===== src/rtl/fir_serial_mac_if.sv =====
// Sample/coefficient/result signal bundle for fir_serial_mac.
// master drives samples and coefficient writes; slave is the filter.
interface fir_serial_mac_if #(
  parameter int WIDTH = 16,
  parameter int NTAPS = 17,
  parameter int CW    = 16
);
  localparam int AW = $clog2(NTAPS);

  logic                    coef_we;
  logic [AW-1:0]           coef_addr;
  logic signed [CW-1:0]    coef_data;
  logic                    in_valid;
  logic                    in_ready;
  logic signed [WIDTH-1:0] in_data;
  logic                    out_valid;
  logic signed [WIDTH-1:0] out_data;

  modport master (
    output coef_we, coef_addr, coef_data, in_valid, in_data,
    input  in_ready, out_valid, out_data
  );

  modport slave (
    input  coef_we, coef_addr, coef_data, in_valid, in_data,
    output in_ready, out_valid, out_data
  );
endinterface


===== src/rtl/fir_serial_mac.sv =====
// Serial FIR filter: one shared multiply-accumulate evaluates one tap per cycle
// over a circular sample buffer, then rounds and saturates the result.
module fir_serial_mac #(
  parameter int WIDTH = 16,
  parameter int NTAPS = 17,
  parameter int CW    = 16,
  parameter int FRAC  = 15
) (
  input logic            clk,
  input logic            rst,
  fir_serial_mac_if.slave bus
);
  localparam int AW   = $clog2(NTAPS);
  localparam int PW   = WIDTH + CW;
  localparam int ACCW = WIDTH + CW + AW;
  localparam int RW   = ACCW + 1;
  localparam logic [AW-1:0] LAST = AW'(NTAPS - 1);

  typedef enum logic [1:0] {IDLE, MAC, OUT} state_t;

  state_t                  state_q, state_d;
  logic [AW-1:0]           wr_ptr_q, wr_ptr_d;
  logic [AW-1:0]           rd_ptr_q, rd_ptr_d;
  logic [AW-1:0]           tap_q, tap_d;
  logic signed [ACCW-1:0]  acc_q, acc_d;
  logic signed [WIDTH-1:0] samp_q [NTAPS];
  logic signed [WIDTH-1:0] samp_d [NTAPS];
  logic signed [CW-1:0]    coef_q [NTAPS];
  logic signed [CW-1:0]    coef_d [NTAPS];
  logic                    in_ready_q, in_ready_d;
  logic                    out_valid_q, out_valid_d;
  logic signed [WIDTH-1:0] out_data_q, out_data_d;

  logic signed [PW-1:0]    prod;
  logic signed [ACCW-1:0]  acc_sum;
  logic signed [RW-1:0]    half, rnd, shr, max_v, min_v;
  logic signed [WIDTH-1:0] sat;
  logic                    coef_ok;

  assign coef_ok = 32'(bus.coef_addr) < NTAPS;

  always_comb begin
    prod    = samp_q[rd_ptr_q] * coef_q[tap_q];
    acc_sum = acc_q + {{AW{prod[PW-1]}}, prod};

    // Round half up on the final sum, then clamp to the output range.
    half          = '0;
    half[FRAC-1]  = 1'b1;
    rnd           = $signed({acc_sum[ACCW-1], acc_sum}) + half;
    shr           = rnd >>> FRAC;
    max_v         = '0;
    max_v[WIDTH-2:0] = '1;
    min_v         = '1;
    min_v[WIDTH-2:0] = '0;
    if (shr > max_v)      sat = max_v[WIDTH-1:0];
    else if (shr < min_v) sat = min_v[WIDTH-1:0];
    else                  sat = shr[WIDTH-1:0];
  end

  always_comb begin
    state_d     = state_q;
    wr_ptr_d    = wr_ptr_q;
    rd_ptr_d    = rd_ptr_q;
    tap_d       = tap_q;
    acc_d       = acc_q;
    samp_d      = samp_q;
    coef_d      = coef_q;
    out_valid_d = 1'b0;
    out_data_d  = out_data_q;

    case (state_q)
      IDLE: begin
        if (bus.coef_we && coef_ok) coef_d[bus.coef_addr] = bus.coef_data;
        if (bus.in_valid) begin
          samp_d[wr_ptr_q] = bus.in_data;
          rd_ptr_d = wr_ptr_q;
          wr_ptr_d = (wr_ptr_q == LAST) ? '0 : wr_ptr_q + AW'(1);
          tap_d    = '0;
          acc_d    = '0;
          state_d  = MAC;
        end
      end
      MAC: begin
        acc_d = acc_sum;
        if (tap_q == LAST) begin
          tap_d       = '0;
          state_d     = OUT;
          out_valid_d = 1'b1;
          out_data_d  = sat;
        end else begin
          tap_d = tap_q + AW'(1);
          // Walk backwards from the newest sample to reach x[n-k].
          rd_ptr_d = (rd_ptr_q == '0) ? LAST : rd_ptr_q - AW'(1);
        end
      end
      OUT:     state_d = IDLE;
      default: state_d = IDLE;
    endcase

    in_ready_d = (state_d == IDLE);
  end

  always_ff @(posedge clk) begin
    if (rst) begin
      state_q     <= IDLE;
      wr_ptr_q    <= '0;
      rd_ptr_q    <= '0;
      tap_q       <= '0;
      acc_q       <= '0;
      samp_q      <= '{default: '0};
      coef_q      <= '{default: '0};
      in_ready_q  <= 1'b1;
      out_valid_q <= 1'b0;
      out_data_q  <= '0;
    end else begin
      state_q     <= state_d;
      wr_ptr_q    <= wr_ptr_d;
      rd_ptr_q    <= rd_ptr_d;
      tap_q       <= tap_d;
      acc_q       <= acc_d;
      samp_q      <= samp_d;
      coef_q      <= coef_d;
      in_ready_q  <= in_ready_d;
      out_valid_q <= out_valid_d;
      out_data_q  <= out_data_d;
    end
  end

  assign bus.in_ready  = in_ready_q;
  assign bus.out_valid = out_valid_q;
  assign bus.out_data  = out_data_q;
endmodule


===== src/flat_wrapper.sv =====
// flat-port wrapper written by rule: the top's interface ports become plain ports
module fir_serial_mac_flat 
#(
  parameter int WIDTH = 16,
  parameter int NTAPS = 17,
  parameter int CW    = 16,
  parameter int FRAC  = 15
)
  (clk, rst, bus_coef_we, bus_coef_addr, bus_coef_data, bus_in_valid, bus_in_data, bus_in_ready, bus_out_valid, bus_out_data);
  fir_serial_mac_if #(.WIDTH(WIDTH), .NTAPS(NTAPS), .CW(CW)) bus_i ();
  input logic clk;
  input logic rst;
  input wire logic [$bits(bus_i.coef_we)-1:0] bus_coef_we;
  input wire logic [$bits(bus_i.coef_addr)-1:0] bus_coef_addr;
  input wire logic [$bits(bus_i.coef_data)-1:0] bus_coef_data;
  input wire logic [$bits(bus_i.in_valid)-1:0] bus_in_valid;
  input wire logic [$bits(bus_i.in_data)-1:0] bus_in_data;
  output wire logic [$bits(bus_i.in_ready)-1:0] bus_in_ready;
  output wire logic [$bits(bus_i.out_valid)-1:0] bus_out_valid;
  output wire logic [$bits(bus_i.out_data)-1:0] bus_out_data;
  assign bus_i.coef_we = bus_coef_we;
  assign bus_i.coef_addr = bus_coef_addr;
  assign bus_i.coef_data = bus_coef_data;
  assign bus_i.in_valid = bus_in_valid;
  assign bus_i.in_data = bus_in_data;
  assign bus_in_ready = bus_i.in_ready;
  assign bus_out_valid = bus_i.out_valid;
  assign bus_out_data = bus_i.out_data;
  fir_serial_mac #(.WIDTH(WIDTH), .NTAPS(NTAPS), .CW(CW), .FRAC(FRAC)) u_core (.clk(clk), .rst(rst), .bus(bus_i));
endmodule

===== config.mk =====
export PLATFORM = sky130hd
export DESIGN_NAME = fir_serial_mac_flat
export DESIGN_NICKNAME = d
export VERILOG_FILES = /design/src/rtl/fir_serial_mac_if.sv /design/src/rtl/fir_serial_mac.sv /design/src/flat_wrapper.sv
export SDC_FILE = /design/constraint.sdc
export NUM_CORES = 2
export LEC_CHECK = 0
export BUFFER_PORTS_ARGS = -buffer_cell sky130_fd_sc_hd__buf_2
export CAP_MARGIN = 20
export CORE_MARGIN = 5
export CORE_UTILIZATION = 40
export DETAILED_ROUTE_END_ITERATION = 12
export GPL_ROUTABILITY_DRIVEN = 1
export GPL_TIMING_DRIVEN = 0
export PLACE_DENSITY = 0.67
export REMOVE_ABC_BUFFERS = 1
export SLEW_MARGIN = 0
export SYNTH_ARGS = -nofsm -noshare
export SYNTH_HDL_FRONTEND = slang
export SYNTH_SLANG_ARGS = --single-unit

===== constraint.sdc =====
create_clock -name clk -period 14 [get_ports clk]
set_input_delay 2.8 -clock clk [delete_from_list [all_inputs] [get_ports clk]]
set_output_delay 2.8 -clock clk [all_outputs]
set_load 0.05 [all_outputs]

## Yosys cells after proc, flatten, opt, wreduce, memory -nomap -nowiden

Cells that the tools add are included.

| storage, ports and cells | value |
|---|---|
| input port bits | 41 |
| register bits after elaboration | 616 |

| cells by class | value |
|---|---|
| $add $sub $neg | 5 |
| multipliers | 1 |
| equality and inequality tests | 5 |
| bitwise logic cells | 5 |
| muxes and demuxes | 28 |
| reduce and logical (&&, ||, !) cells | 13 |
| order comparisons | 9 |

Operators with widths:

| operator | count |
|---|---|
| $bwmux W272 | 2 |
| $bmux W16 S5 | 2 |
| $demux W16 S5 | 2 |
| $mux W16 | 8 |
| $pmux W37 S2 | 1 |
| $add A37 B16 Y38 const B | 1 |
| $add A37 B37 Y37 | 1 |
| $mux W37 | 1 |
| $mul A16 B16 Y32 | 1 |
| $mux W5 | 6 |
| $ge A6 B6 Y1 const B | 4 |
| $not A5 Y6 | 4 |
| $gt A23 B16 Y1 const B | 1 |
| $lt A23 B16 Y1 const B | 1 |
| $pmux W5 S2 | 2 |
| $lt A6 B1 Y1 const B | 2 |
| $add A5 B1 Y5 const B | 2 |
| $eq A5 B5 Y1 const B | 2 |
| $reduce_and A2 Y1 | 4 |
| $logic_not A5 Y1 | 1 |
| $lt A5 B5 Y1 const B | 1 |
| $sub A5 B1 Y5 const B | 1 |
| $logic_not A2 Y1 | 2 |
| $mux W2 | 2 |
| 9 further kinds | 12 |

## Depth between registers and ports, before layout

| depth | value |
|---|---|
| depth in word-level cells | 10 |
| gate-level depth with buffers | 49 |

## Least setup slack after synthesis

Ideal clock, no wire load.

| timing | value |
|---|---|
| kind | register to register |
| start point | register u_core.rd_ptr_q[0] |
| end point | register u_core.out_data_q[12], in the netlist u_core.bus.out_data[12] |
| clock period less this slack | 11.921 ns |
| required time | 13.858 ns |
| slack | 2.079 ns |
| path buffers | 5 |
| arrival time | 11.779 ns |
| cell stages (with the launch flop) | 46 |
| setup time | 0.142 ns |
| cell sequence | dfxtp_1 clkbuf_1 buf_1 clkbuf_1 mux4_2 mux2_2 a21oi_1 o21a_1 clkbuf_1 nor2_1 fa_1 inv_1 fa_1 fa_1 fa_1 inv_1 fa_1 inv_1 [... 10 more ...] a21o_1 a21oi_1 xnor2_1 ha_1 a21o_1 a21o_1 a221o_1 a221o_1 or2_4 xor2_2 nand2_2 or4b_1 buf_6 or2_4 o31ai_1 nand3_1 o31ai_2 a311oi_1 |

| on the way | value |
|---|---|
| cells in the longest elaborated chain, start to end | 10 |
| elaborated cells between the ends (all ways) | 11 |
| classes of those cells | add/sub: 2; mul: 1; order compare: 2; mux: 5; bitwise: 1 |

RTL lines:

| what | line | source |
|---|---|---|
| start: declaration | fir_serial_mac.sv:23 | `logic [AW-1:0] rd_ptr_q, rd_ptr_d;` |
| start signal: assignment | fir_serial_mac.sv:118 | `rd_ptr_q <= rd_ptr_d;` |
| $not A5 Y6 (not written as such) (*) | fir_serial_mac.sv:43 | `prod = samp_q[rd_ptr_q] * coef_q[tap_q];` |
| $bmux W16 S5 (*) | fir_serial_mac.sv:43 |  |
| $mux W16 (not written as such) (*) (2 in a row) | fir_serial_mac.sv:43 |  |
| $mul A16 B16 Y32 (*) | fir_serial_mac.sv:43 |  |
| $add A37 B37 Y37 (*) | fir_serial_mac.sv:44 | `acc_sum = acc_q + {{AW{prod[PW-1]}}, prod};` |
| $add A37 B16 Y38 (*) | fir_serial_mac.sv:49 | `rnd = $signed({acc_sum[ACCW-1], acc_sum}) + half;` |
| $lt A23 B16 Y1 | fir_serial_mac.sv:56 | `else if (shr < min_v) sat = min_v[WIDTH-1:0];` |
| $mux W16 | fir_serial_mac.sv:56 |  |
| $mux W16 (*) | fir_serial_mac.sv:55 | `if (shr > max_v) sat = max_v[WIDTH-1:0];` |
| end signal: assignment | fir_serial_mac.sv:125 | `out_data_q <= out_data_d;` |
| end: declaration | fir_serial_mac.sv:32 | `logic signed [WIDTH-1:0] out_data_q, out_data_d;` |

Every way passes the cells marked *; elsewhere a longest branch is shown, timed or not. The select of a mux whose other input is x is not followed.
A chain may end at the register's enable or synchronous reset.

## Worst setup path after layout

Ends and elaborated chain as after synthesis.

==> impl_metrics.csv <==
group,metric,value,unit
run_status,status,"finished, final reports clean",
logic_synthesis,synth_area,38500,um2
logic_synthesis,yosys.area.top_type_share,32.0,%
setup_path,crit_type,"reg -> reg",
floorplanning,initial_core_util,40.4,%
logic_synthesis,seq_area_frac_synth,32.0,%
route,first_pass_iters,6,
timing,hold_violations,0,
logic_synthesis,synth-seq-cells,616,
cts,clk_latency,0.63,ns
cts,cts_root_buffer,"clkbuf_16",
place,dpl.hpwl,70.7,mm
setup_path,critPathMaxFanout,28,
cts,clockBufferDepth,3,
floorplanning,fp.dieW,320,um
finish,nNetsFinal,4833,
finish,drive_gt1_share,9.87,%
route,wl_per_cell,18.2,um
route,drt_iter0_markers,2735,
route,vias_per_cell,5.44,
floorplanning,die_h,320,um
setup_path,rrSetupSlack,0.66,ns
global_routing,antenna_found_initial,2,
timing,skew,0.0241,ns
route,wl,104,mm
finish,utilization,44.5,%
setup_path,rr_worst_depth,40,
route,drc,0,
place,port_buffers,58,
power_and_ir_drop,leakage,16.4,nW
power_and_ir_drop,peakVddDrop,0.0977,mV
cts,clk_pin_slew,0.06,ns
logic_synthesis,synth.largest_area_cell,"dfxtp_1",
timing,period_share,95.3,%
logic_synthesis,synth-adder-area-share,17.8,%
logic_synthesis,muxShareOfSynthArea,11.1,%
timing,rsz0062_at_grt,"false",
cts,cts_setup_buffers,0,
global_routing,grt_max_degree,156,
setup_path,slowest_stage,"a22oi_1",
finish,syn2layout_area_growth,10.1,%
power_and_ir_drop,power,3.99,mW
global_routing,groute.usage.overall,19.9,%
timing,hold_ws,0.448,ns
setup_path,required,14.45,ns
logic_synthesis,synthFlopType,"dfxtp_1",
logic_synthesis,yosys_warnings,0,
logic_synthesis,synth_compound_area_share,12.3,%
setup_path,crit_path_start,"u_core.rd_ptr_q[0]",
setup_path,startpoint_type,"flip-flop",
logic_synthesis,synthXorXnorAreaFrac,1.77,%
logic_synthesis,synth_most_common_cell,"nand2_1",
setup_path,r2r-end,"u_core.bus.out_data[12]",
floorplanning,design.core.area,95300,um2
cts,cts_buffers,69,
logic_synthesis,synthTopCellsByArea,"dfxtp_1, fa_1, nand2_1",
cts,cts_sinks,616,
floorplanning,ios,59,
logic_synthesis,synth_common_cells,"nand2_1, dfxtp_1, a21oi_1",
cts,h-tree-depth,3,
logic_synthesis,synth-simple-area-share,18.4,%
timing,setup_viol,0,
floorplanning,placementRows,113,
logic_synthesis,ys_types,88,
min_path,min_path_type,"reg -> reg",
setup_path,endpoint,"u_core.bus.out_data[12]",
finish,fin_area,42400,um2
setup_path,r2r_start,"u_core.rd_ptr_q[0]",
run,max_cap_violations,0,
cts,cts_resized,0,
logic_synthesis,synth_cells,4544,
setup_path,crit_path_end_kind,"flip-flop",
timing,tns,0,ns
place,gp_congestion,0.869,
timing,maxSlewHeadroom,9.35,%
global_routing,grt_pass1_vias,31200,
route,via_count,31200,
timing,fin_crit,13.34,ns
logic_synthesis,async_flop_share,0,%
timing,drv_slew,0,
logic_synthesis,avgSynthCellArea,8.48,um2
floorplanning,dieArea,103000,um2
timing,worstMarginPinSlew,1.36,ns
logic_synthesis,synth_top_family_by_area,"simple AND/OR/NAND/NOR gates",
cts,hold_buffers,0,
route,ant_nets,0,
timing,max_freq,0.0750,GHz
setup_path,crit_arrival,13.79,ns
global_routing,gr-total-overflow,0,
power_and_ir_drop,power_density,94.0,nW/um2
setup_path,slowest_delay,1.02,ns
global_routing,grt_pass1_wl,167,mm
place,place_area,39900,um2
logic_synthesis,synth_enable_flop_cells,0,
cts,cts_tree,"done",
==> report_power, final <==
part           switching, mW  leakage, nW  internal [mW]
combinational          0.179         10.3         0.0821
sequential            0.0204         4.97           1.76
clock                  0.781         1.20           1.16
total                  0.981         16.4           3.01
==> registers in the layout, summed over array words and instances, names as in the netlist <==
register	count
u_core.acc_q	37
u_core.bus.in_ready	1
u_core.bus.out_data	16
u_core.bus.out_valid	1
u_core.coef_q	272
u_core.rd_ptr_q	5
u_core.samp_q	272
u_core.state_q	2
u_core.tap_q	5
u_core.wr_ptr_q	5
==> placed cells by master, fill, tap and decap left out, types with 12 or more instances in the layout <==
cell type / instances
inv_1: 361
a22oi_1: 65
xor2_1: 18
a21oi_1: 558
nand3_1: 37
buf_6: 19
xnor2_1: 53
fa_1: 263
or2_2: 16
a21o_1: 30
mux2i_1: 73
and3_1: 19
mux4_2: 154
clkbuf_8: 16
dfxtp_1: 610
o21ai_0: 37
and2_1: 14
o21a_1: 16
nor3_1: 28
buf_4: 18
buf_2: 57
ha_1: 126
nand2b_1: 32
nor2_1: 347
clkbuf_1: 12
nand2_1: 1152
clkbuf_16: 71
==> per-layer routing <==
metal	vias to the layer above	GRT usage, %	part of all wire [%]	wire length, um
met5	-	0	0.0077	8
met4	2	6.66	2.9	2970
met3	172	3.22	7.0	7260
met2	1052	33.6	48	50200
met1	15300	26.1	42	43500
li1	14700	-	-	-
==> worst max-delay path: cells and delay by family (launching register included) <==
kind            cells  cell delay (ns)
compound gates     16             4.66
xor+xnor            2             0.37
fa+ha+maj           8             3.52
buf+inv             5             0.66
flops               1             0.75
mux                 2             1.08
simple gates        7             2.11
==> logic make-up after synthesis <==
kind of cell    Yosys count
mux                     233
compound gates          814
xor+xnor                 74
buf+inv                 684
fa+ha+maj               389
simple gates           1734
flops                   616
==> worst min path at each step <==
stage                     slack (ns)                 end                from  cells past startpoint
after floorplan                 0.43  u_core.coef_q[160]  u_core.coef_q[160]                      2
after global placement          0.44  u_core.samp_q[113]  u_core.samp_q[113]                      2
after detailed placement        0.44  u_core.samp_q[215]  u_core.samp_q[215]                      2
after CTS                       0.45  u_core.coef_q[234]  u_core.coef_q[234]                      2
after global routing            0.47  u_core.coef_q[203]  u_core.coef_q[203]                      2
final                           0.45  u_core.samp_q[260]  u_core.samp_q[260]                      2
==> layout make-up <==
class | count | area, um2
clock inverter | 27 | 410
inverter | 362 | 1360
multi-input combinational | 3244 | 23600
fill | 9204 | 52900
sequential | 616 | 12300
clock buffer | 99 | 2040
tap | 1265 | 1580
antenna | 1 | 2.50
timing repair buffer | 110 | 1020
==> through the flow <==
| stage | setup slack (ns) | instances |
|---|---|---|
| 2_1_floorplan | 0.246 | 4222 |
| 3_3_place_gp | -4.09 | 5545 |
| 3_5_place_dp | 0.619 | 5593 |
| 4_1_cts | 0.615 | 5719 |
| 5_1_grt | 0.111 | 5724 |
| 6_report | 0.662 | 5724 |
Power figures use the tool's default switching activity.
